File: src/rtl/generador_frec_pkg.sv
// Shared definitions for the NCO test-signal generator: state encoding,
// default widths and the increment clamp for the default accumulator width.
package generador_frec_pkg;

    localparam int ACC_WIDTH_DEF = 32;
    localparam int CNT_WIDTH_DEF = 32;

    typedef enum logic [1:0] {
        IDLE = 2'd0,
        RUN  = 2'd1,
        DONE = 2'd2
    } estado_t;

    // Largest useful increment: half a turn per cycle, i.e. f_clock/2.
    localparam logic [ACC_WIDTH_DEF-1:0] INC_MAX_DEF = {1'b1, {(ACC_WIDTH_DEF-1){1'b0}}};

endpackage

File: src/rtl/generador_frec_if.sv
// Configuration handshake bundle between a controller (master) and the
// generator (slave).
interface generador_frec_if
    import generador_frec_pkg::*;
#(
    parameter int ACC_WIDTH = ACC_WIDTH_DEF,
    parameter int CNT_WIDTH = CNT_WIDTH_DEF
);
    logic                 cfg_valid;
    logic                 cfg_ready;
    logic [ACC_WIDTH-1:0] cfg_inc;
    logic [CNT_WIDTH-1:0] cfg_burst;

    modport master (
        output cfg_valid,
        output cfg_inc,
        output cfg_burst,
        input  cfg_ready
    );

    modport slave (
        input  cfg_valid,
        input  cfg_inc,
        input  cfg_burst,
        output cfg_ready
    );
endinterface

File: src/rtl/generador_frec_acumulador_fase.sv
// Phase accumulator: holds the latched increment and the running phase,
// and exposes the MSB the phase will have after the next add.
module acumulador_fase #(
    parameter int ACC_WIDTH = 32
) (
    input  logic                 clock,
    input  logic                 reset_n,
    input  logic                 load,
    input  logic                 clr,
    input  logic                 add,
    input  logic [ACC_WIDTH-1:0] inc_in,
    output logic                 msb_next
);
    logic [ACC_WIDTH-1:0] acc_reg;
    logic [ACC_WIDTH-1:0] inc_reg;
    logic [ACC_WIDTH-1:0] acc_next;

    assign acc_next = acc_reg + inc_reg;
    assign msb_next = acc_next[ACC_WIDTH-1];

    // Load starts a fresh configuration: new increment, phase back to zero.
    always_ff @(posedge clock) begin
        if (!reset_n) begin
            acc_reg <= '0;
            inc_reg <= '0;
        end else if (load) begin
            acc_reg <= '0;
            inc_reg <= inc_in;
        end else if (clr) begin
            acc_reg <= '0;
        end else if (add) begin
            acc_reg <= acc_next;
        end
    end
endmodule

File: src/rtl/generador_frec.sv
// NCO square-wave generator: continuous or N-edge burst output with a
// saturating count of emitted rising edges.
module generador_frec
    import generador_frec_pkg::*;
#(
    parameter int ACC_WIDTH = ACC_WIDTH_DEF,
    parameter int CNT_WIDTH = CNT_WIDTH_DEF
) (
    input  logic                 clock,
    input  logic                 reset_n,
    input  logic                 enable,
    generador_frec_if.slave      cfg,
    output logic                 clock_g,
    output logic                 busy,
    output logic                 done,
    output logic [CNT_WIDTH-1:0] edges
);
    localparam logic [ACC_WIDTH-1:0] INC_MAX = {1'b1, {(ACC_WIDTH-1){1'b0}}};

    estado_t              state_reg;
    logic                 clock_g_reg;
    logic                 busy_reg;
    logic                 done_reg;
    logic [CNT_WIDTH-1:0] edges_reg;
    logic [CNT_WIDTH-1:0] burst_reg;

    logic                 cfg_ready_int;
    logic                 handshake;
    logic [ACC_WIDTH-1:0] inc_clamp;
    logic                 msb_next;
    logic                 rise;
    logic                 fall;
    logic                 burst_end;

    assign cfg_ready_int = (state_reg == IDLE) && enable && reset_n;
    assign cfg.cfg_ready = cfg_ready_int;
    assign handshake     = cfg.cfg_valid && cfg_ready_int;
    assign inc_clamp     = (cfg.cfg_inc > INC_MAX) ? INC_MAX : cfg.cfg_inc;

    acumulador_fase #(.ACC_WIDTH(ACC_WIDTH)) u_acc (
        .clock    (clock),
        .reset_n  (reset_n),
        .load     (handshake),
        .clr      (!enable),
        .add      ((state_reg == RUN) && enable),
        .inc_in   (inc_clamp),
        .msb_next (msb_next)
    );

    assign rise = !clock_g_reg && msb_next;
    assign fall = clock_g_reg && !msb_next;
    // Ending only on a falling edge guarantees the last pulse is complete.
    assign burst_end = (burst_reg != '0) && (edges_reg == burst_reg) && fall;

    always_ff @(posedge clock) begin
        if (!reset_n) begin
            state_reg   <= IDLE;
            clock_g_reg <= 1'b0;
            busy_reg    <= 1'b0;
            done_reg    <= 1'b0;
            edges_reg   <= '0;
            burst_reg   <= '0;
        end else begin
            busy_reg <= (state_reg == RUN);
            done_reg <= 1'b0;
            case (state_reg)
                IDLE: begin
                    clock_g_reg <= 1'b0;
                    if (handshake) begin
                        burst_reg <= cfg.cfg_burst;
                        edges_reg <= '0;
                        if (cfg.cfg_inc == '0) begin
                            state_reg <= DONE;
                            done_reg  <= 1'b1;
                        end else begin
                            state_reg <= RUN;
                        end
                    end
                end
                RUN: begin
                    if (!enable) begin
                        state_reg   <= IDLE;
                        clock_g_reg <= 1'b0;
                    end else begin
                        clock_g_reg <= msb_next;
                        if (rise && (edges_reg != '1)) begin
                            edges_reg <= edges_reg + 1'b1;
                        end
                        if (burst_end) begin
                            state_reg <= DONE;
                            done_reg  <= 1'b1;
                        end
                    end
                end
                DONE: begin
                    state_reg   <= IDLE;
                    clock_g_reg <= 1'b0;
                end
                default: begin
                    state_reg   <= IDLE;
                    clock_g_reg <= 1'b0;
                end
            endcase
        end
    end

    assign clock_g = clock_g_reg;
    assign busy    = busy_reg;
    assign done    = done_reg;
    assign edges   = edges_reg;
endmodule

File: src/flat_wrapper.sv
// flat-port wrapper written by rule: the top's interface ports become plain ports
module generador_frec_flat import generador_frec_pkg::*;
#(
    parameter int ACC_WIDTH = ACC_WIDTH_DEF,
    parameter int CNT_WIDTH = CNT_WIDTH_DEF
)
  (clock, reset_n, enable, clock_g, busy, done, edges, cfg_cfg_valid, cfg_cfg_inc, cfg_cfg_burst, cfg_cfg_ready);
  generador_frec_if #(.ACC_WIDTH(ACC_WIDTH), .CNT_WIDTH(CNT_WIDTH)) cfg_i ();
  input  logic clock;
  input  logic reset_n;
  input  logic enable;
  output logic clock_g;
  output logic busy;
  output logic done;
  output logic [CNT_WIDTH-1:0] edges;
  input wire logic [$bits(cfg_i.cfg_valid)-1:0] cfg_cfg_valid;
  input wire logic [$bits(cfg_i.cfg_inc)-1:0] cfg_cfg_inc;
  input wire logic [$bits(cfg_i.cfg_burst)-1:0] cfg_cfg_burst;
  output wire logic [$bits(cfg_i.cfg_ready)-1:0] cfg_cfg_ready;
  assign cfg_i.cfg_valid = cfg_cfg_valid;
  assign cfg_i.cfg_inc = cfg_cfg_inc;
  assign cfg_i.cfg_burst = cfg_cfg_burst;
  assign cfg_cfg_ready = cfg_i.cfg_ready;
  generador_frec #(.ACC_WIDTH(ACC_WIDTH), .CNT_WIDTH(CNT_WIDTH)) u_core (.clock(clock), .reset_n(reset_n), .enable(enable), .cfg(cfg_i), .clock_g(clock_g), .busy(busy), .done(done), .edges(edges));
endmodule
File: config.mk
export PLATFORM = sky130hd
export DESIGN_NAME = generador_frec_flat
export DESIGN_NICKNAME = d
export VERILOG_FILES = /design/src/rtl/generador_frec_pkg.sv /design/src/rtl/generador_frec_if.sv /design/src/rtl/generador_frec_acumulador_fase.sv /design/src/rtl/generador_frec.sv /design/src/flat_wrapper.sv
export SDC_FILE = /design/constraint.sdc
export NUM_CORES = 1
export LEC_CHECK = 0
export ABC_AREA = 0
export CORE_ASPECT_RATIO = 0.6
export CORE_MARGIN = 3
export CORE_UTILIZATION = 30
export CTS_CLUSTER_DIAMETER = 60
export DETAILED_ROUTE_END_ITERATION = 8
export GPL_TIMING_DRIVEN = 0
export PLACE_DENSITY = 0.6
export SLEW_MARGIN = 0
export SYNTH_ARGS = -nofsm -noshare
export SYNTH_HDL_FRONTEND = slang
export SYNTH_HIERARCHICAL = 1
export SYNTH_SLANG_ARGS = --single-unit
File: constraint.sdc
create_clock -name clock -period 4.9 [get_ports clock]
set_input_delay 0.98 -clock clock [delete_from_list [all_inputs] [get_ports clock]]
set_output_delay 0.98 -clock clock [all_outputs]
set_load 0.05 [all_outputs]
==> results of run 1 <==
## routing by layer
| layer | GRT usage [%] | share of wire, % | routed length [um] | vias to the layer above |
|---|---|---|---|---|
| li1 | - | - | - | 3667 |
| met1 | 28.12 | 55 | 13880 | 3497 |
| met2 | 21.48 | 37 | 9194 | 225 |
| met3 | 4.935 | 6.9 | 1729 | 28 |
| met4 | 4.343 | 1.1 | 265 | 4 |
| met5 | 0 | 0.11 | 27 | - |
## path summary, 6_finish.rpt
kind,start,endpoint
worst min register to register,u_core/u_acc/acc_reg[24]$_SDFFE_PP0P_,u_core/u_acc/acc_reg[24]$_SDFFE_PP0P_
worst max-delay path,u_core/u_acc/acc_reg[14]$_SDFFE_PP0P_,u_core/edges[11]$_SDFFE_PN0P_
worst max register to register,u_core/u_acc/acc_reg[14]$_SDFFE_PP0P_,u_core/edges[11]$_SDFFE_PN0P_
worst min-delay path,u_core/u_acc/acc_reg[24]$_SDFFE_PP0P_,u_core/u_acc/acc_reg[24]$_SDFFE_PP0P_
## logic make-up (layout without fill, tap and decap cells)
group	Yosys count	count (layout)	synth area share, %
xor+xnor	60	60	6.558
mux	58	58	7.370
compound gates	210	210	17.46
buf+inv	68	201	3.763
flops	133	133	33.23
simple gates	383	383	26.37
fa+ha+maj	33	33	5.247
## power breakdown
group | internal, mW | leakage (nW) | switching, mW
clock | 0.807 | 0.297 | 0.530
combinational | 0.110 | 2.33 | 0.111
sequential | 1.10 | 1.07 | 0.0154
## critical path, stage by stage (launching register included)
cell and delay (ns):
dfxtp_1 0.31, ha_1 0.42, o211ai_1 0.12, o21ai_0 0.28
nand3_1 0.18, a2111o_1 0.43, nand2_1 0.14, a21oi_2 0.09
nand2_1 0.08, a21oi_1 0.08, xnor2_1 0.52, nand3b_1 0.31
a21oi_4 0.27, clkbuf_1 0.41, nand2_1 0.21, nor4b_1 0.34
o221a_1 0.22
## layout by cell type (no fill, tap or decap), types with 6 or more instances in the layout
| cell type | count |
|---|---|
| o31ai_1 | 8 |
| and3_1 | 13 |
| o211ai_1 | 7 |
| and2_1 | 35 |
| a21oi_1 | 58 |
| nor2_1 | 42 |
| nor3_1 | 11 |
| a21boi_0 | 32 |
| ha_1 | 32 |
| o21ai_1 | 10 |
| clkdlybuf4s50_1 | 102 |
| o21ai_0 | 30 |
| nand2b_1 | 8 |
| inv_1 | 16 |
| clkbuf_1 | 36 |
| xnor2_1 | 19 |
| nand3_1 | 26 |
| nand2_1 | 106 |
| dfxtp_1 | 133 |
| nor4_1 | 24 |
| clkbuf_16 | 17 |
| or3_1 | 13 |
| nor2b_1 | 37 |
| xor2_1 | 41 |
| mux2i_1 | 56 |
| or4_1 | 11 |
| a21o_1 | 13 |
| o22ai_1 | 6 |
| nand4_1 | 20 |
## stage by stage
stage	utilization [%]	std cells	hold slack, ns	setup WS, ns	total power [mW]
4_1_cts	39.09	1431	0.4740	0.1271	2.697
5_1_grt	39.08	1430	0.4999	0.07740	2.766
3_5_place_dp	36.74	1399	0.4596	-0.4436	1.354
2_1_floorplan	-	945	0.4315	0.9983	1.250
6_report	39.08	1430	0.4657	0.4163	2.669
3_3_place_gp	36.74	1399	0.4435	-0.4077	1.352
## Yosys cell counts, drive strengths merged, types with 2 or more instances
cell    number
o211ai       7
nand2      111
o21a         4
a221oi       2
mux2         2
dfxtp      133
mux2i       56
buf         14
a211oi       7
and4         4
nand4b       5
nand3       27
clkbuf      36
and2        35
nand2b       8
nor4b        2
or4         11
o21bai       4
xor2        41
o22ai        7
inv         16
a31o         2
nor4        27
nand4       22
a21oi       63
a21o        13
or2          3
a32o         3
a221o        2
or3         13
nand3b       5
o21ai       41
nor2b       37
xnor2       19
nor3        11
nor2        43
a21boi      33
nor3b        4
o31ai        8
o31a         2
and3        13
a31oi        3
ha          32
## cell type report
| type | count | area share [%] |
|---|---|---|
| Timing Repair Buffer | 102 | 10.13 |
| Buffer | 50 | 2.322 |
| Sequential cell | 133 | 26.42 |
| Clock buffer | 18 | 4.259 |
| Tap cell | 352 | 4.370 |
| Inverter | 17 | 0.6456 |
| Clock inverter | 14 | 1.751 |
| Multi-Input combinational cell | 744 | 50.10 |
## timing repair
item	in CTS	in global routing
gates cloned	0	0
resized for setup	1	0
hold buffers	0	0
hold endpoints to repair	0	0
endpoints found under the setup margin	1	1
==> summary.md, run 1 <==
| Metric | Value |
|---|---|
| Core ar. | 25,790 um2 |
| Via Count | 7,421 |
| Hold path depth | 2 |
| RSZ-0062 raised after global routing | false |
| Netlist cell types | 80 |
| Fin nets | 1,166 |
| Seq/Total Area, Yosys | 33.23% |
| Layout cell share with drive strength beyond 1 | 7.050% |
| CTS max path bufs | 2 |
| Yosys warns | 6 |
| Final Hold Fails | 0 |
| First-pass GRT wire length | 39,230 um |
| Tcrit/Tclk final | 91.50% |
| Die Ht | 132.6 um |
| Crit path arrival time | 4.86 ns |
| CTS H-Tree Depth | 4 |
| Vias per inst | 5.190 |
| Final WL | 25,100 um |
| Final slew viol count | 0 |
| Die footprint | 28,770 um2 |
| Ports | 104 |
| Outcome | finished, final reports clean |
| R2R setup slack | 0.42 ns |
| Clock skew | 0.007502 ns |
| Cell count after synthesis | 945 |
| ANT cells | 0 |
| R2R cell count | 16 |
| Pwr/cell area | 264.9 nW/um2 |
| Final Instance Area | 10,080 um2 |
| Fin crit period | 4.484 ns |
| Worst ir drop on vdd | 0.0002337 V |
| Asr flop ratio synth | 0% |
| Syn Area/Cell | 8.479 um2 |
| Setup Buffers After CTS | 0 |
| WL per Instance | 17.55 um |
| Worst EP required | 5.27 ns |
| Die width | 217.0 um |
| Drt first-iter violations | 580 |
| Register bit total from synthesis | 133 |
| Fin Setup TNS | 0 ns |
| Area delta synth->final | 25.77% |
| Worst Tran Pin Value | 0.9448 ns |
| Cell taking the most area after synthesis | dfxtp_1 |
| Prevailing post-synth register cell | dfxtp_1 |
| Reg area | 2663 um2 |
| Vias in the first global route | 6,814 |
| Startpoint Class | flip-flop |
| Top cells by area, synth | dfxtp_1 (33%), mux2i_1 (7.0%), ha_1 (5.0%) |
| EDFF count, synth | 0 |
| Final setup violation count | 0 |
| Clock sinks | 133 |
| Mapped Area | 8013 um2 |
| Hpwl dp | 19,950 um |
| Post-route ant nets | 0 |
| Crit Path Class | reg2reg |
| CTS root buf | clkbuf_16 |
| Router iterations before antenna repair | 5 |
| Leakage | 3.701 nW |
| Pin count of the biggest net entering global routing | 17 |
| Clk slew on worst S/H paths | 0.06 ns |
| Rel. slew slack | 37.01% |
| TritonCTS Buffers | 17 |
| Share of the synthesized area in the top cell type | 33.23% |
| Port-buffer cells | 102 |
| CP Capture Type | flip-flop |
| CTS tree | done |
| Crit-path max FO | 10 |
| Post-Syn Nets | 1,046 |
| Site Rows | 45 |
| Drc violations | 0 |
| Area occupied by multi-input gates | 5049 um2 |
| Peak Freq | 223.0 MHz |
| Area after DPL | 9474 um2 |
| Initial antenna violation count | 2 |
| Hold crit path type | reg2reg |
| Initial Utilization | 31.07% |
| Fillers | 2,652 |
| Total grt overflow | 0 |
| Clk_lat worst skew | 0.43 ns |
| Max-cap violation count | 0 |
| GR Util All Layers | 17.35% |
| GPL Wtd Cong | 0.9267 |
(Power assumes the default switching activity.)
==> run 2: changes to the inputs <==
--- a/config.mk
+++ b/config.mk
@@ -9,7 +9,7 @@
 export CORE_ASPECT_RATIO = 0.6
 export CORE_MARGIN = 3
 export CORE_UTILIZATION = 30
-export CTS_CLUSTER_DIAMETER = 60
+export CTS_CLUSTER_DIAMETER = 50
 export DETAILED_ROUTE_END_ITERATION = 8
 export GPL_TIMING_DRIVEN = 0
 export PLACE_DENSITY = 0.6
==> results of run 2 <==
No change in the layout: final DEF, timing and power equal those of run 1.
